$ cat src/rtl/process_scheduler_if.sv
// rtl/process_scheduler_if.sv - admission and PC-restore handshake bundle for the process scheduler
interface process_scheduler_if #(
    parameter int PIDW = 3,
    parameter int AW   = 32
);
    logic            adm_valid;
    logic [PIDW-1:0] adm_pid;
    logic [AW-1:0]   adm_base;
    logic            adm_ready;
    logic            adm_err;
    logic            restore_valid;
    logic [AW-1:0]   restore_pc;

    modport master (
        output adm_valid, adm_pid, adm_base,
        input  adm_ready, adm_err, restore_valid, restore_pc
    );

    modport slave (
        input  adm_valid, adm_pid, adm_base,
        output adm_ready, adm_err, restore_valid, restore_pc
    );
endinterface

$ cat src/rtl/process_scheduler.sv
// rtl/process_scheduler.sv - round-robin process table and context-switch sequencer
module process_scheduler #(
    parameter int NPROC = 8,
    parameter int PIDW  = 3,
    parameter int AW    = 32
) (
    input  logic              CLK,
    input  logic              reset,
    input  logic              enable,
    input  logic              quantum,
    input  logic              proc_halt,
    input  logic [AW-1:0]     save_pc,
    process_scheduler_if.slave bus,
    output logic              ctx,
    output logic [PIDW-1:0]   cur_pid,
    output logic [AW-1:0]     cur_base,
    output logic              idle,
    output logic [NPROC-1:0]  active_mask
);

    typedef enum logic [2:0] {
        S_IDLE,
        S_RUN,
        S_SAVE,
        S_SELECT,
        S_RESTORE
    } state_t;

    state_t          state;
    state_t          state_nx;
    logic            kill;
    logic [AW-1:0]   pc_tab   [NPROC];
    logic [AW-1:0]   base_tab [NPROC];
    logic            adm_take;
    logic            adm_ok;
    logic            found;
    logic [PIDW-1:0] next_pid;
    logic [PIDW-1:0] idx;

    assign bus.adm_ready = (state == S_IDLE) || (state == S_RUN);
    assign adm_take      = bus.adm_valid && bus.adm_ready;
    assign adm_ok        = adm_take && !active_mask[bus.adm_pid];

    // Search starts after cur_pid and wraps around so cur_pid itself is tried last.
    always_comb begin
        found    = 1'b0;
        next_pid = cur_pid;
        idx      = '0;
        for (int i = 1; i <= NPROC; i++) begin
            idx = cur_pid + PIDW'(i);
            if (!found && active_mask[idx]) begin
                found    = 1'b1;
                next_pid = idx;
            end
        end
    end

    always_comb begin
        state_nx = state;
        case (state)
            S_IDLE:    if (enable && (|active_mask)) state_nx = S_SELECT;
            S_RUN:     if (proc_halt || quantum) state_nx = S_SAVE;
            S_SAVE:    state_nx = S_SELECT;
            S_SELECT:  state_nx = found ? S_RESTORE : S_IDLE;
            S_RESTORE: state_nx = S_RUN;
            default:   state_nx = S_IDLE;
        endcase
    end

    always_ff @(posedge CLK or posedge reset) begin
        if (reset) begin
            state             <= S_IDLE;
            kill              <= 1'b0;
            active_mask       <= '0;
            cur_pid           <= PIDW'(NPROC - 1);
            cur_base          <= '0;
            bus.restore_pc    <= '0;
            bus.restore_valid <= 1'b0;
            bus.adm_err       <= 1'b0;
            ctx               <= 1'b0;
            idle              <= 1'b1;
        end else begin
            state             <= state_nx;
            ctx               <= (state_nx == S_SAVE) || (state_nx == S_SELECT) ||
                                 (state_nx == S_RESTORE);
            idle              <= (state_nx == S_IDLE);
            bus.restore_valid <= (state_nx == S_RESTORE);
            bus.adm_err       <= adm_take && active_mask[bus.adm_pid];

            // Halt takes priority over quantum; the flag decides kill-vs-save in SAVE.
            if (state == S_RUN && state_nx == S_SAVE)
                kill <= proc_halt;

            if (adm_ok)
                active_mask[bus.adm_pid] <= 1'b1;
            if (state == S_SAVE && kill)
                active_mask[cur_pid] <= 1'b0;

            if (state == S_SELECT && found) begin
                cur_pid        <= next_pid;
                bus.restore_pc <= pc_tab[next_pid];
                cur_base       <= base_tab[next_pid];
            end
        end
    end

    // Table contents are meaningless until a slot is admitted, so no reset.
    always_ff @(posedge CLK) begin
        if (adm_ok) begin
            base_tab[bus.adm_pid] <= bus.adm_base;
            pc_tab[bus.adm_pid]   <= bus.adm_base;
        end else if (state == S_SAVE && !kill) begin
            pc_tab[cur_pid] <= save_pc;
        end
    end

endmodule

$ cat src/flat_wrapper.sv
// flat-port wrapper written by rule: the top's interface ports become plain ports
module process_scheduler_flat 
#(
    parameter int NPROC = 8,
    parameter int PIDW  = 3,
    parameter int AW    = 32
)
  (CLK, reset, enable, quantum, proc_halt, save_pc, ctx, cur_pid, cur_base, idle, active_mask, bus_adm_valid, bus_adm_pid, bus_adm_base, bus_adm_ready, bus_adm_err, bus_restore_valid, bus_restore_pc);
  process_scheduler_if #(.PIDW(PIDW), .AW(AW)) bus_i ();
  input  logic CLK;
  input  logic reset;
  input  logic enable;
  input  logic quantum;
  input  logic proc_halt;
  input  logic [AW-1:0] save_pc;
  output logic ctx;
  output logic [PIDW-1:0] cur_pid;
  output logic [AW-1:0] cur_base;
  output logic idle;
  output logic [NPROC-1:0] active_mask;
  input wire logic [$bits(bus_i.adm_valid)-1:0] bus_adm_valid;
  input wire logic [$bits(bus_i.adm_pid)-1:0] bus_adm_pid;
  input wire logic [$bits(bus_i.adm_base)-1:0] bus_adm_base;
  output wire logic [$bits(bus_i.adm_ready)-1:0] bus_adm_ready;
  output wire logic [$bits(bus_i.adm_err)-1:0] bus_adm_err;
  output wire logic [$bits(bus_i.restore_valid)-1:0] bus_restore_valid;
  output wire logic [$bits(bus_i.restore_pc)-1:0] bus_restore_pc;
  assign bus_i.adm_valid = bus_adm_valid;
  assign bus_i.adm_pid = bus_adm_pid;
  assign bus_i.adm_base = bus_adm_base;
  assign bus_adm_ready = bus_i.adm_ready;
  assign bus_adm_err = bus_i.adm_err;
  assign bus_restore_valid = bus_i.restore_valid;
  assign bus_restore_pc = bus_i.restore_pc;
  process_scheduler #(.NPROC(NPROC), .PIDW(PIDW), .AW(AW)) u_core (.CLK(CLK), .reset(reset), .enable(enable), .quantum(quantum), .proc_halt(proc_halt), .save_pc(save_pc), .bus(bus_i), .ctx(ctx), .cur_pid(cur_pid), .cur_base(cur_base), .idle(idle), .active_mask(active_mask));
endmodule
$ cat config.mk
export PLATFORM = sky130hd
export DESIGN_NAME = process_scheduler_flat
export DESIGN_NICKNAME = d
export VERILOG_FILES = /design/src/rtl/process_scheduler_if.sv /design/src/rtl/process_scheduler.sv /design/src/flat_wrapper.sv
export SDC_FILE = /design/constraint.sdc
export NUM_CORES = 1
export LEC_CHECK = 0
export ABC_CLOCK_PERIOD_IN_PS = 7350
export CORE_MARGIN = 2
export CORE_UTILIZATION = 50
export DETAILED_ROUTE_END_ITERATION = 6
export PLACE_DENSITY = 0.72
export SYNTH_ARGS = -nofsm -noshare
export SYNTH_HDL_FRONTEND = slang
export SYNTH_SLANG_ARGS = --single-unit
export TNS_END_PERCENT = 10
$ cat constraint.sdc
create_clock -name CLK -period 7.35 [get_ports CLK]
set_input_delay 1.47 -clock CLK [delete_from_list [all_inputs] [get_ports CLK]]
set_output_delay 1.47 -clock CLK [all_outputs]
set_load 0.02 [all_outputs]
==> metrics.log, run 1 <==
[metrics] latest clock arrival within the worst-skew pair: 600 ps
[metrics] share of synthesized cell area in full adder, half adder and majority cells: less than 1%
[metrics] final critical-path setup slack: 1270 ps
[metrics] syn avg cell area: 18.7 um2
[metrics] share of cells above drive strength 1: 17.4%
[metrics] Overall Global Routing Usage: 22.5%
[metrics] chip width: 222 um
[metrics] Inserted Clock Buffers: 56
[metrics] Synth Instances: 1274
[metrics] count of different cell masters after synthesis: between 50 and 60
[metrics] final critical path time including I/O delays and setup: 6080 ps
[metrics] share of synthesized flip-flops with an asynchronous set or reset: 13.9%
[metrics] DRC violation total after the first TritonRoute iteration: 1424
[metrics] DRC violation count after routing: 0
[metrics] total iterations of the first detailed-routing run: 5
[metrics] number of max-slew violations in the final report: 0
[metrics] number of I/O port buffers: about 150
[metrics] largest driver fanout on the critical path: 42
[metrics] Avg WL per Cell: between 20 and 30 um
[metrics] DR vias: 12800
[metrics] Clock Root Buffer: clkbuf_16
[metrics] Post-Synthesis Net Count: 1353
[metrics] XOR/XNOR share of the synthesized area: 0.184%
[metrics] Vias/cell: approximately 6.2
[metrics] flop and latch count out of synthesis: ~600
[metrics] max-cap check violation count: 0
[metrics] worst reg2reg endpoint: u_core.bus.restore_pc[4]
[metrics] final setup skew: 28.0 ps
[metrics] number of clock sinks: between 500 and 600
[metrics] status: complete, no violations
[metrics] Critical Path Sink Type: flip-flop
[metrics] Finish-stage setup viols: 0
[metrics] overall die height: 222 um
[metrics] required time of the worst setup path: 7820 ps
[metrics] final WL: 55400 um
[metrics] number of global-route vias before repair: 12900
[metrics] Hold/Removal Path Class: flip-flop to flip-flop
[metrics] initial antenna violation count: 1
[metrics] number of buffers inserted by post-CTS setup repair: 0
[metrics] main combinational cell family by area after synthesis: multiplexers
[metrics] ports placed on the boundary: approximately 150
[metrics] most common flop cell mapped by yosys: edfxtp_1
[metrics] wire length of the first global-routing pass: slightly above 80000 um
[metrics] Critical Path End: u_core.bus.restore_pc[4]
[metrics] mux contribution to synthesized area: 16.0%
[metrics] share of the clock period used by the worst path after layout: 82.8%
[metrics] flop2flop setup slack: 1270 ps
[metrics] cell area after synthesis: 0.0238 mm2
[metrics] data arrival at the endpoint of the critical path: 6550 ps
[metrics] relative area change from synthesis to final layout: 17.3%
[metrics] register area share after synthesis: 73.3%
[metrics] type of the worst setup path: flip-flop to flip-flop
[metrics] DRT antenna net count: 0
[metrics] Placement Cell Area: 0.0261 mm2
[metrics] Hold Violations, Final: 0
[metrics] highest clock rate: 164 MHz
[metrics] sum of net half-perimeters after detailed placement: 31200 um
[metrics] Critical Path Start: u_core.cur_pid[1]
[metrics] area of all placed cells without fillers: between 0.02 and 0.03 mm2
[metrics] CTS tree: done
[metrics] worst setup timing slack at the placement stage: 1350 ps
[metrics] final worst hold slack: 516 ps
[metrics] total number of nets in the final design: roughly 1500
[metrics] setup repair after global routing missed its margin: false
[metrics] startpoint class of the critical path: flip-flop
[metrics] # rows: 79
[metrics] final RePlAce weighted congestion: 0.847
[metrics] GR Overflow Total: 0
[metrics] complex-gate fraction of the synthesized area: 6.10%
[metrics] area inside the core boundary: 0.0468 mm2
[metrics] clock-pin slew reported for the worst setup and hold paths after clock tree synthesis: about 70 ps
[metrics] worst reg-to-reg path cell count: 12
[metrics] CTS Hold Bufs: 0
[metrics] Reg-to-Reg Start: u_core.cur_pid[1]
[metrics] Die Footprint: 0.0494 mm2
[metrics] post-synthesis share of cell area spent on and, or, nand and nor gates: under 10%
[metrics] Max-slew headroom: approximately a quarter
[metrics] Yosys Warn Count: 0
[metrics] CTS HTree Levels: 2
[metrics] number of synthesized flops with an enable pin: 512
[metrics] pin count of the biggest net entering global routing: 88
[metrics] number of buffers on the longest clock path: 3
[metrics] antenna cell count: 0
[metrics] number of resized instances in the post-cts repair step: 0
[metrics] initial core utilization: 50.9%
[metrics] slew at the pin closest to its max-slew limit: between 1000 and 1500 ps
[metrics] Setup TNS Final: 0 ps
==> area by class of cell <==
cell class	count	area (um2)
clock inverters	26	293
repair buffers	183	1790
multi-input cells	587	6040
fillers	3410	18800
well taps	607	759
inverters	10	40.0
clock buffers	78	1560
flip-flops and latches	595	17500
==> worst min-delay path by stage <==
stage | to | cells after the start | start
6_report | u_core.cur_base[28] | 1 | u_core.cur_base[28]
5_1_grt | u_core.cur_base[26] | 1 | u_core.cur_base[26]
4_1_cts | u_core.cur_base[28] | 1 | u_core.cur_base[28]
3_5_place_dp | u_core.cur_base[28] | 1 | u_core.cur_base[28]
3_3_place_gp | u_core.cur_base[28] | 1 | u_core.cur_base[28]
2_1_floorplan | u_core.kill | 1 | u_core.kill
==> worst max-delay path, stage by stage (launching register included) <==
cell and delay (ps):
dfstp_2 930, inv_1 380, ha_1 710, inv_1 180, a211oi_2 380, a221o_1 380
nor3b_1 310, nand2_1 150, nand3_2 470, buf_4 520, or3_2 960, o22ai_1 230
a221o_1 320
==> cell usage in the layout (no fill, tap or decap), types with 5 or more instances in the layout <==
cell and count:
clkbuf_8 8, mux4_2 61, bufinv_16 6, nor2_1 30, edfxtp_1 512, a221o_1 45, o221a_2 5, clkbuf_16 56
nand2_1 20, mux2_2 41, mux2i_1 196, ha_1 6, clkinv_1 9, buf_4 28, a21oi_1 17, nor2_4 11
a22oi_1 21, nand3_1 5, dfrtp_1 79, clkbuf_1 14, nor3_1 8, clkinv_2 8, o221a_1 16, inv_1 7
o22ai_1 43, clkdlybuf4s50_1 152
==> cell families after synthesis <==
group | after synthesis
buffers and inverters | 92
XOR/XNOR | 5
adder cells (fa/ha/maj) | 6
AO/OA/AOI/OAI | 176
flip-flops | 595
multiplexers | 299
AND/OR/NAND/NOR | 101
==> state kept, by name, indices dropped and copies added (netlist names) <==
| name | count |
|---|---|
| u_core.ctx | 1 |
| u_core.bus.restore_valid | 1 |
| u_core.active_mask | 8 |
| u_core.pc_tab | 256 |
| u_core.cur_pid | 3 |
| u_core.base_tab | 256 |
| u_core.cur_base | 32 |
| u_core.kill | 1 |
| u_core.state | 3 |
| u_core.bus.restore_pc | 32 |
| u_core.bus.adm_err | 1 |
| u_core.idle | 1 |
==> per-layer routing <==
metal	share of wire, %	global-route usage (%)	vias to the layer above
met1	42	31.6	6692
li1	-	-	5503
met3	7.0	3.72	87
met5	0.014	0	-
met2	48	36.5	557
met4	2.5	6.84	2
==> through the flow <==
stage               std cells  utilization (%)
floorplan                1274                -
global placement         1982             55.8
detailed placement       1982             55.8
CTS                      2086             59.8
global route             2086             59.8
finish                   2086             59.8
==> cell usage after synthesis, types with 3 or more instances <==
| master | n | area, um2 |
|---|---|---|
| nand2b_1 | 4 | 25.0 |
| a22oi_1 | 21 | 158 |
| o21ai_0 | 4 | 20.0 |
| o22ai_1 | 43 | 269 |
| nor2b_1 | 4 | 25.0 |
| mux2_2 | 41 | 462 |
| edfxtp_1 | 512 | 15400 |
| mux4_2 | 61 | 1370 |
| xnor2_1 | 3 | 26.3 |
| o221a_1 | 16 | 180 |
| buf_1 | 4 | 15.0 |
| a221o_1 | 45 | 450 |
| a21oi_1 | 17 | 85.1 |
| ha_1 | 6 | 75.1 |
| a221oi_2 | 3 | 45.0 |
| clkbuf_1 | 25 | 93.8 |
| buf_2 | 30 | 150 |
| o32ai_1 | 3 | 26.3 |
| mux2i_1 | 196 | 1960 |
| nor3_1 | 12 | 60.1 |
| nand3_1 | 6 | 30.0 |
| buf_6 | 8 | 90.1 |
| a31oi_1 | 3 | 18.8 |
| nor3b_1 | 3 | 22.5 |
| dfrtp_1 | 79 | 1980 |
| buf_4 | 15 | 113 |
| nand2_1 | 20 | 75.1 |
| o221a_2 | 5 | 56.3 |
| inv_1 | 8 | 30.0 |
| nor2_1 | 40 | 150 |
| dfstp_2 | 4 | 105 |
Power of run 1 is not shown: default switching activity piles up to over one toggle a cycle in this logic, so the estimate is an artifact.
==> inputs of run 2 (changes only) <==
--- a/config.mk
+++ b/config.mk
@@ -5,11 +5,11 @@
 export SDC_FILE = /design/constraint.sdc
 export NUM_CORES = 1
 export LEC_CHECK = 0
-export ABC_CLOCK_PERIOD_IN_PS = 7350
+export ABC_CLOCK_PERIOD_IN_PS = 5200
 export CORE_MARGIN = 2
 export CORE_UTILIZATION = 50
 export DETAILED_ROUTE_END_ITERATION = 6
-export PLACE_DENSITY = 0.72
+export PLACE_DENSITY = 0.75
 export SYNTH_ARGS = -nofsm -noshare
 export SYNTH_HDL_FRONTEND = slang
 export SYNTH_SLANG_ARGS = --single-unit
==> constraint.sdc (replaced) <==
create_clock -name CLK -period 5.2 [get_ports CLK]
set_input_delay 1.04 -clock CLK [delete_from_list [all_inputs] [get_ports CLK]]
set_output_delay 1.04 -clock CLK [all_outputs]
set_load 0.02 [all_outputs]
==> run 2 against run 1 <==
Net effect: register-to-register slack lost 980 ps; worst setup slack lost 980 ps; largest cell class unchanged; sequential cell count is the same; critical endpoint is now u_core.bus.restore_pc[2]; highest routed layer is now met4; first-iteration DRC count shrank 0.98%; cell count grew 0.67%; core utilization grew 0.31 points; worst hold slack lost 3.9 ps; clock skew shrank 7.2 ps.
==> metrics.log, run 2 (synthesized netlist as in run 1, its figures left out) <==
[metrics] status: complete, no violations
[metrics] Clock Root Buffer: clkbuf_16
[metrics] startpoint class of the critical path: flip-flop
[metrics] type of the worst setup path: flip-flop to flip-flop
[metrics] worst reg2reg endpoint: u_core.bus.restore_pc[2]
[metrics] DR vias: 12800
[metrics] top library cells by usage in the layout, fill and taps aside: 512 x edfxtp_1, 196 x mux2i_1, 152 x clkdlybuf4s50_1
[metrics] final standard cell utilization of the core: 60.1%
[metrics] hold path endpoint: u_core.cur_base[26]
[metrics] total iterations of the first detailed-routing run: 6
[metrics] DRT antenna net count: 0
[metrics] # rows: 79
[metrics] number of global-route vias before repair: 12900
[metrics] number of clock sinks: 595
[metrics] number of I/O port buffers: ~150
[metrics] DRC violation count after routing: 0
[metrics] final RePlAce weighted congestion: 0.902
[metrics] number of buffers on the longest clock path: 3
[metrics] ports placed on the boundary: about 150
[metrics] setup repair after global routing missed its margin: false
[metrics] worst reg-to-reg path cell count: 13
[metrics] share of the clock period used by the worst path after layout: 94.5%
[metrics] Avg WL per Cell: 26.7 um
[metrics] highest clock rate: 204 MHz
[metrics] pin count of the biggest net entering global routing: between 60 and 70
[metrics] relative area change from synthesis to final layout: 17.9%
[metrics] latest clock arrival within the worst-skew pair: 610 ps
[metrics] total number of nets in the final design: around 1500
[metrics] required time of the worst setup path: 5690 ps
[metrics] data arrival at the endpoint of the critical path: 5410 ps
[metrics] chip width: ~220 um
[metrics] CTS Hold Bufs: 0
[metrics] DRC violation total after the first TritonRoute iteration: 1410
[metrics] GR Overflow Total: 0
[metrics] final WL: 56100 um
[metrics] number of buffers inserted by post-CTS setup repair: 0
[metrics] largest driver fanout on the critical path: 42
[metrics] Die Footprint: 0.0494 mm2
[metrics] Hold/Removal Path Class: flip-flop to flip-flop
[metrics] Hold Violations, Final: 0
[metrics] share of cells above drive strength 1: a little under a fifth
[metrics] area inside the core boundary: 0.0468 mm2
[metrics] Reg-to-Reg Start: u_core.cur_pid[0]
[metrics] Overall Global Routing Usage: 22.8%
[metrics] overall die height: between 200 and 250 um
[metrics] Finish-stage setup viols: 0
[metrics] Inserted Clock Buffers: 56
[metrics] CTS HTree Levels: 2
[metrics] biggest registers after layout: u_core.base_tab x256, u_core.pc_tab x256
[metrics] startpoint of the lowest-slack hold path: u_core.cur_base[26]
[metrics] Vias/cell: 6.12
[metrics] clock-pin slew reported for the worst setup and hold paths after clock tree synthesis: ~60 ps
[metrics] CTS tree: done
[metrics] initial antenna violation count: 0
[metrics] number of instances in the placed design: 1996
[metrics] commonest non-fill, non-tap cell in the layout: edfxtp_1
[metrics] flop2flop setup slack: about 290 ps
[metrics] wire length of the first global-routing pass: 83100 um
[metrics] worst hold path stage count: 1
[metrics] Max-slew headroom: 28.2%
[metrics] number of max-slew violations in the final report: 0
[metrics] sum of net half-perimeters after detailed placement: ~32000 um
[metrics] final critical path time including I/O delays and setup: 4910 ps
[metrics] final setup skew: approximately 21 ps
[metrics] Critical Path Sink Type: flip-flop
[metrics] number of resized instances in the post-cts repair step: 0
[metrics] slew at the pin closest to its max-slew limit: 1070 ps
[metrics] max-cap check violation count: 0
[metrics] number of filler instances in the final layout: between 3000 and 4000
[metrics] initial core utilization: 50.9%
[metrics] Post-Layout Cell Count: between 2000 and 2500
==> run 2: cell count changes in the layout (fill, tap and decap cells not counted), sizes merged <==
cell and delta:
bufinv -4, clkinvlp +6, diode +1, buf +14, clkinv -3
==> run 2: worst max-delay path by stage <==
stage                     cells past startpoint                        end         startpoint  slack (ps)
after global placement                       13  u_core.bus.restore_pc[11]  u_core.cur_pid[1]         530
after CTS                                    13   u_core.bus.restore_pc[2]  u_core.cur_pid[0]         330
after detailed placement                     13         u_core.cur_base[1]  u_core.cur_pid[0]         370
after floorplan                               7        u_core.pc_tab[3][0]     bus_adm_pid[1]        -140
final                                        13   u_core.bus.restore_pc[2]  u_core.cur_pid[0]         290
after global routing                         13   u_core.bus.restore_pc[2]  u_core.cur_pid[0]          20
==> run 2: critical path, stage by stage (launching register included) <==
cell      delay (ps)
dfstp_2          530
clkinv_1         180
ha_1             680
mux2i_1          200
mux2_2           300
a221oi_1         560
a21boi_1         220
mux2_4           360
nor2_4           230
buf_4            300
or3_2            160
buf_4            540
o22ai_1          220
a221o_1          310
==> run 2: metrics by stage <==
step,setup slack [ps],TNS (ps),instance area (um2),hold WS (ps)
after floorplan,-144,-17550,23800,488
after global placement,527,0,26300,502
after detailed placement,371,0,26300,503
after CTS,332,0,28100,518
after global routing,16.8,0,28100,535
final,286,0,28100,512
==> run 2: area by class of cell <==
cell class              instances  area (um2)  area share, %
flip-flops and latches        595       17500           62.2
multi-input cells             587        6050           21.5
repair buffers                197        1980           7.07
clock buffers                  78        1600           5.68
well taps                     607         759           2.70
clock inverters                25         196          0.699
inverters                      10        40.0          0.143
diodes                          1        2.50        0.00891
==> run 2: metal layers <==
| metal | wire length [um] | vias up | GRT usage [%] |
|---|---|---|---|
| li1 | - | 5538 | - |
| met5 | 0 | - | 0 |
| met3 | 4720 | 84 | 3.87 |
| met4 | 1430 | 0 | 7.72 |
| met1 | 23200 | 6618 | 32.4 |
| met2 | 26700 | 602 | 36.1 |
Power of run 2 is left out for the same reason.
==> inputs of run 3 (changes only) <==
--- a/config.mk
+++ b/config.mk
@@ -10,6 +10,7 @@
 export CORE_UTILIZATION = 50
 export DETAILED_ROUTE_END_ITERATION = 6
 export PLACE_DENSITY = 0.75
+export SLEW_MARGIN = 20
 export SYNTH_ARGS = -nofsm -noshare
 export SYNTH_HDL_FRONTEND = slang
 export SYNTH_SLANG_ARGS = --single-unit
==> constraint.sdc (replaced) <==
create_clock -name CLK -period 5.2 [get_ports CLK]
set_input_delay 1.04 -clock CLK [delete_from_list [all_inputs] [get_ports CLK]]
set_output_delay 1.04 -clock CLK [all_outputs]
set_load 0.1 [all_outputs]
==> run 3 against run 2 <==
Net effect: cell count did not move; final area about the same; fmax hardly changed; via count up 0.24%; largest cell class unchanged; critical path depth unchanged; first-iteration DRC count is 0.14% lower; clock-buffer cell count is the same.
==> metrics.log, run 3 (synthesized netlist as in run 1, its figures left out) <==
[metrics] status: complete, no violations
[metrics] biggest registers after layout: u_core.base_tab x256, u_core.pc_tab x256
[metrics] number of max-slew violations in the final report: 0
[metrics] Avg WL per Cell: roughly 27 um
[metrics] relative area change from synthesis to final layout: 17.9%
[metrics] top library cells by usage in the layout, fill and taps aside: 512 x edfxtp_1, 196 x mux2i_1, 152 x clkdlybuf4s50_1
[metrics] GR Overflow Total: 0
[metrics] worst reg-to-reg path cell count: 13
[metrics] final WL: 56100 um
[metrics] latest clock arrival within the worst-skew pair: 610 ps
[metrics] CTS HTree Levels: 2
[metrics] Hold Violations, Final: 0
[metrics] number of I/O port buffers: about 150
[metrics] commonest non-fill, non-tap cell in the layout: edfxtp_1
[metrics] Clock Root Buffer: clkbuf_16
[metrics] final critical path time including I/O delays and setup: 4910 ps
[metrics] hold path endpoint: u_core.cur_base[26]
[metrics] startpoint class of the critical path: flip-flop
[metrics] clock-pin slew reported for the worst setup and hold paths after clock tree synthesis: 60 ps
[metrics] final setup skew: 19.3 ps
[metrics] number of global-route vias before repair: 12900
[metrics] final RePlAce weighted congestion: 0.902
[metrics] Inserted Clock Buffers: 56
[metrics] number of buffers inserted by post-CTS setup repair: 0
[metrics] Hold/Removal Path Class: flip-flop to flip-flop
[metrics] DRC violation total after the first TritonRoute iteration: ~1400
[metrics] number of clock sinks: 595
[metrics] startpoint of the lowest-slack hold path: u_core.cur_base[26]
[metrics] ports placed on the boundary: 153
[metrics] flop2flop setup slack: 290 ps
[metrics] setup repair after global routing missed its margin: false
[metrics] wire length of the first global-routing pass: approximately 83000 um
[metrics] # rows: between 70 and 80
[metrics] data arrival at the endpoint of the critical path: 5400 ps
[metrics] share of the clock period used by the worst path after layout: between 90% and 100%
[metrics] Post-Layout Cell Count: 2100
[metrics] worst reg2reg endpoint: u_core.bus.restore_pc[2]
[metrics] Vias/cell: 6.13
[metrics] type of the worst setup path: flip-flop to flip-flop
[metrics] Overall Global Routing Usage: approximately 23%
[metrics] overall die height: 222 um
[metrics] number of resized instances in the post-cts repair step: 0
[metrics] total iterations of the first detailed-routing run: 5
[metrics] CTS tree: done
[metrics] DRC violation count after routing: 0
[metrics] required time of the worst setup path: 5690 ps
[metrics] area of all placed cells without fillers: 0.0281 mm2
[metrics] Finish-stage setup viols: 0
[metrics] Critical Path Sink Type: flip-flop
[metrics] sum of net half-perimeters after detailed placement: 32500 um
[metrics] number of buffers on the longest clock path: 3
[metrics] area inside the core boundary: 0.0468 mm2
[metrics] Reg-to-Reg Start: u_core.cur_pid[0]
[metrics] Placement Cell Area: ~0.026 mm2
[metrics] number of instances in the placed design: 1996
[metrics] DR vias: roughly 13000
[metrics] CTS Hold Bufs: 0
[metrics] initial antenna violation count: 0
[metrics] pin count of the biggest net entering global routing: 68
[metrics] chip width: roughly 220 um
[metrics] DRT antenna net count: 0
[metrics] slew at the pin closest to its max-slew limit: 1080 ps
[metrics] largest driver fanout on the critical path: 42
[metrics] number of filler instances in the final layout: 3301
[metrics] highest clock rate: a little over 200 MHz
[metrics] Max-slew headroom: 28.1%
[metrics] worst hold path stage count: 1
[metrics] total number of nets in the final design: about 1500
[metrics] max-cap check violation count: 0
[metrics] share of cells above drive strength 1: 18.4%
[metrics] initial core utilization: 50.9%
[metrics] Die Footprint: 0.0494 mm2
## run 3: metrics by stage
step	setup slack, ps	hold slack, ps	TNS, ps	util, %
final	289	512	0	60.1
after global routing	16.8	535	0	60.1
after CTS	332	518	0	60.1
after detailed placement	371	503	0	56.2
after global placement	527	502	0	56.2
after floorplan	-414	488	-69110	-
## run 3: worst max path at each step
stage / startpoint / cells after the start / endpoint
5_1_grt: u_core.cur_pid[0] / 13 / u_core.bus.restore_pc[2]
6_report: u_core.cur_pid[0] / 13 / u_core.bus.restore_pc[2]
2_1_floorplan: u_core.state[2] / 6 / u_core.pc_tab[3][0]
4_1_cts: u_core.cur_pid[0] / 13 / u_core.bus.restore_pc[2]
3_3_place_gp: u_core.cur_pid[1] / 13 / u_core.bus.restore_pc[11]
3_5_place_dp: u_core.cur_pid[0] / 13 / u_core.cur_base[1]
## run 3: area by class of cell
class                           instances  area (um2)  share of cell area (%)
Antenna cell                            1        2.50                 0.00891
Clock buffer                           78        1600                    5.68
Clock inverter                         25         196                   0.699
Inverter                               10        42.5                   0.151
Multi-Input combinational cell        587        6050                    21.5
Sequential cell                       595       17500                    62.2
Tap cell                              607         759                    2.70
Timing Repair Buffer                  197        1980                    7.07
## run 3: critical path: stages, from the launching register on
cell,delay (ps)
dfstp_2,530
clkinv_1,180
ha_1,680
mux2i_1,200
mux2_2,300
a221oi_1,560
a21boi_1,220
mux2_4,360
nor2_4,230
buf_4,300
or3_2,160
buf_4,540
o22ai_1,220
a221o_1,310
## run 3: routing by layer
layer | track usage [%] | up-vias | part of all wire [%]
met1 | 32.4 | 6656 | 42
li1 | - | 5540 | -
met3 | 3.87 | 81 | 8.1
met4 | 7.72 | 0 | 2.5
met2 | 36.1 | 596 | 48
met5 | 0 | - | 0
Power of run 3 is left out for the same reason.
==> RTL edit 1, RTL diff (flow settings as in run 1) <==
`NPROC` is set to 8 in 2 places; all go to 32.
--- a/src/rtl/process_scheduler.sv
+++ b/src/rtl/process_scheduler.sv
@@ -1,6 +1,6 @@
 // rtl/process_scheduler.sv - round-robin process table and context-switch sequencer
 module process_scheduler #(
-    parameter int NPROC = 8,
+    parameter int NPROC = 32,
     parameter int PIDW  = 3,
     parameter int AW    = 32
 ) (
--- a/src/flat_wrapper.sv
+++ b/src/flat_wrapper.sv
@@ -1,7 +1,7 @@
 // flat-port wrapper written by rule: the top's interface ports become plain ports
 module process_scheduler_flat 
 #(
-    parameter int NPROC = 8,
+    parameter int NPROC = 32,
     parameter int PIDW  = 3,
     parameter int AW    = 32
 )
Interface: changed (resized active_mask); port bits go from 153 to 177. No check against the original RTL was run, so the function may have changed too.
==> RTL edit 1 against run 1 <==
The run now ends with DRC left. Cell area grew 29%. Count of clock-buffer cells in the layout up 13. Area after synthesis is 34% higher. Sequential cell count unchanged. Global-route usage grew 4.0 points. Die area is 33% higher. Routed wire length grew 62%. Worst setup slack lost 0.033 ns. Via count up 78%. Highest routed layer unchanged.
Power is not shown: default switching activity piles up to over one toggle a cycle in this logic, so the estimate is an artifact.
==> RTL edit 1: results <==
set metrics [dict create \
    status "finished, violations left" \
    violations "DRC" \
    numCtsBuffers 67 \
    fin_nets 2474 \
    synthAdderAreaFrac_pct 0.236 \
    syn_area_per_cell_um2 13.5 \
    dp.final_hpwl_um 49700 \
    grt_start_max_net_pins 156 \
    dp_cells 3172 \
    routedWlPerCell_um 27.2 \
    cp_max_fo 155 \
    muxShareOfSynthArea_pct 23.0 \
    yosysUniqueCellTypes 58 \
    gp_congestion 0.819 \
    synthTopCellsByArea "edfxtp_1, mux2i_1, a221oi_1" \
    vias 22900 \
    fin_cells 3301 \
    synth_compound_area_share_pct 16.2 \
    synth_common_cells "mux2i_1, edfxtp_1, a221oi_1, o22ai_1" \
    synthXorXnorAreaFrac_pct 0.106 \
    hold_start "u_core.cur_base[10]" \
    antenna_found_initial 10 \
    pre_cts_slack_ns 1.36 \
    grt_pass1_wl_um 134000 \
    fillCellCount 5000 \
    whs_ns 0.491 \
    route.detailed.drc 3 \
    drt_pass1_iterations 7 \
    drive_gt1_share_pct 16.3 \
    clkLatencyLatePin_ns 0.62 \
    rr_startpoint "u_core.cur_pid[0]" \
    grt_usage_pct 26.5 \
    synth_seq_area_share_pct 54.8 \
    worst_pin_slew_ns 1.24 \
]
## RTL edit 1: changes by cell type after synthesis, sizes merged, moves of 57 or more
cell | run 1 | this run
mux2i | 196 | 524
a221oi | 4 | 260
o22ai | 44 | 258
clkbuf | 25 | 170
mux2 | 42 | 171
o221ai | 2 | 64
nand2 | 20 | 77
## RTL edit 1: how the worst max path moves through the flow
stage                                 start                   endpoint  slack [ns]  cells past startpoint
after floorplan              bus_adm_pid[0]      u_core.base_tab[0][0]        1.99                      6
after global placement    u_core.cur_pid[0]   u_core.bus.restore_pc[3]        1.66                     11
after detailed placement  u_core.cur_pid[0]  u_core.bus.restore_pc[18]        1.36                     11
after CTS                 u_core.cur_pid[0]   u_core.bus.restore_pc[4]        1.39                     11
after global routing      u_core.cur_pid[0]   u_core.bus.restore_pc[4]        0.88                     11
final                     u_core.cur_pid[0]   u_core.bus.restore_pc[7]        1.23                     11
## RTL edit 1: area by class of cell
class                      instances  area [um2]  share of cell area [%]
clock buffer                      91        1860                    5.14
tap                              846        1060                    2.93
timing repair buffer             195        1880                    5.20
antenna                            6        15.0                  0.0415
multi-input combinational       1526       13500                    37.3
sequential                       595       17500                    48.3
clock inverter                    32         345                   0.955
inverter                          10        40.0                   0.111
## RTL edit 1: critical path, cell delays in order (launching register included)
cell and delay, ns:
dfstp_4 1.11, inv_1 0.41, ha_1 0.64, mux4_2 0.43
mux2i_1 0.41, nor2_1 0.13, a21oi_1 0.37, mux2_8 0.86
buf_4 0.69, a221oi_1 0.20, mux2_2 0.32, o221ai_2 0.15
## RTL edit 1: per-layer routing
metal / global-route usage [%] / vias to the layer above / routed length (um)
met5: 0 / - / 29
met4: 10.3 / 4 / 3000
li1: - / 9841 / -
met2: 44.3 / 1085 / 43700
met3: 4.70 / 222 / 6870
met1: 34.5 / 11700 / 36300
==> RTL edit 2, RTL diff (flow settings as in run 1) <==
Without the edit above. Encoding of `state_t`: now one-hot (5 bits for 5 states).
--- a/src/rtl/process_scheduler.sv
+++ b/src/rtl/process_scheduler.sv
@@ -18,12 +18,12 @@
     output logic [NPROC-1:0]  active_mask
 );
 
-    typedef enum logic [2:0] {
-        S_IDLE,
-        S_RUN,
-        S_SAVE,
-        S_SELECT,
-        S_RESTORE
+    typedef enum logic [4:0] {
+        S_IDLE    = 5'b00001,
+        S_RUN     = 5'b00010,
+        S_SAVE    = 5'b00100,
+        S_SELECT  = 5'b01000,
+        S_RESTORE = 5'b10000
     } state_t;
 
     state_t          state;
Function: no difference found for any inputs over 4 cycles, from zero or initial values and one cycle with reset high; so few cycles prove little.
==> RTL edit 2 against run 1 <==
Non-clock buffer count unchanged. Cell area up 0.50%. Worst setup slack better by 0.46 ns. Sequential cell count up 2. Final cell count up 1.4%. Routed wire length down 3.3%. Critical path depth unchanged. Area after synthesis up 1.2%.
Power is left out: the tool's default activity adds up to more than one toggle a clock period on the data nets, which glitch-free logic cannot reach.
==> RTL edit 2: results <==
set metrics [dict create \
    synthTopCellsByArea "edfxtp_1, mux4_2, dfrtp_1" \
    viasPerCell 5.97 \
    synth_common_cells "edfxtp_1, nand2_1, mux4_2, nor2_1, dfrtp_1" \
    grt_usage_pct 21.8 \
    syn_area_per_cell_um2 18.7 \
    yosys_warnings 0 \
    yosysUniqueCellTypes 56 \
    cp.arrival_ns 6.07 \
    dp_cells 2013 \
    numCtsBuffers 56 \
    fin_nets 1535 \
    cts_resized 0 \
    drive_gt1_share_pct 21.5 \
    clkLatencyLatePin_ns 0.62 \
    clock_path_buffers 3 \
    antenna_found_initial 1 \
    clk_pin_slew_ns 0.07 \
    whs_path_depth 2 \
    grt_start_max_net_pins 118 \
    htreeDepth 2 \
    synth-edff-count 512 \
    grt_overflow_total 0 \
    gp_congestion 0.820 \
    cp_max_fo 20 \
    drtIter0Drc 1304 \
    pre_cts_slack_ns 1.72 \
    synthArstFlopShare_pct 14.2 \
    grt_pass1_vias 12700 \
    skew_ns 0.0275 \
    status "finished, final reports clean" \
    ant_nets 0 \
    grt_pass1_wl_um 80200 \
    routedWlPerCell_um 25.3 \
    cts-root-buf "clkbuf_16" \
    syn-num-nets 1369 \
    hold_viol_final 0 \
    io_buffers 152 \
    synth_seq_area_share_pct 72.7 \
    cpPeakStageDelay_ns 0.80 \
    drt_pass1_iterations 5 \
    worst_pin_slew_ns 1.03 \
    cp_slowest_cell "dfstp_2" \
    reg.largest.list "u_core.base_tab: 256 flops, u_core.pc_tab: 256 flops" \
    dp.final_hpwl_um 30700 \
    wirelength_um 53600 \
]
## RTL edit 2: cell count changes in the layout (fill, tap and decap cells not counted), sizes merged, moves of 44 or more
| cell | change |
|---|---|
| mux2i | -183 |
| nand2 | +121 |
| mux4 | +82 |
| a31oi | +65 |
| nor2 | +63 |
| a221o | -44 |
## RTL edit 2: path summary, 6_finish.rpt
kind / endpoint / startpoint / slack [ns]
max reg2reg: u_core.cur_base[16] / u_core.cur_pid[0] / 1.73
max in group asynchronous: u_core.cur_base[26] / reset / 4.73
max: u_core.cur_base[16] / u_core.cur_pid[0] / 1.73
min: u_core.cur_base[20] / u_core.cur_base[20] / 0.56
min in group asynchronous: u_core.bus.adm_err / reset / 1.23
min reg2reg: u_core.cur_base[20] / u_core.cur_base[20] / 0.56
## RTL edit 2: worst max-delay path, delay by kind of cell (launching register included)
family                   cells  cell delay, ns
AO/OA/AOI/OAI                2            0.25
XOR/XNOR                     1            0.76
adder cells (fa/ha/maj)      1            0.75
buffers and inverters        2            0.91
flip-flops                   1            0.80
multiplexers                 2            1.09
AND/OR/NAND/NOR              4            0.89
## RTL edit 2: cell families after synthesis
logic type               synth area share, %
flip-flops                              72.7
AND/OR/NAND/NOR                         5.01
multiplexers                            15.9
AO/OA/AOI/OAI                           3.20
buffers and inverters                   2.63
XOR/XNOR                               0.249
adder cells (fa/ha/maj)                0.312
## RTL edit 2: layout make-up
| type | count | area [um2] |
|---|---|---|
| clock buffer | 78 | 1580 |
| clock inverter | 25 | 298 |
| fill | 3536 | 19600 |
| inverter | 7 | 28.8 |
| multi-input combinational | 611 | 6110 |
| sequential | 597 | 17500 |
| tap | 615 | 769 |
| timing repair buffer | 183 | 1780 |
## RTL edit 2: stage by stage
stage,util [%],area [um2]
floorplan,-,24100
global placement,55.0,26200
detailed placement,55.0,26200
CTS,58.9,28100
global route,58.9,28100
finish,58.9,28100
## RTL edit 2: per-layer routing
metal  part of all wire (%)  up-vias  GRT usage (%)
met3                    7.3       86           4.60
met5                  0.024        -              0
met2                     48      469           34.7
met1                     42     6586           31.1
met4                    2.3        2           5.98
li1                       -     5481              -
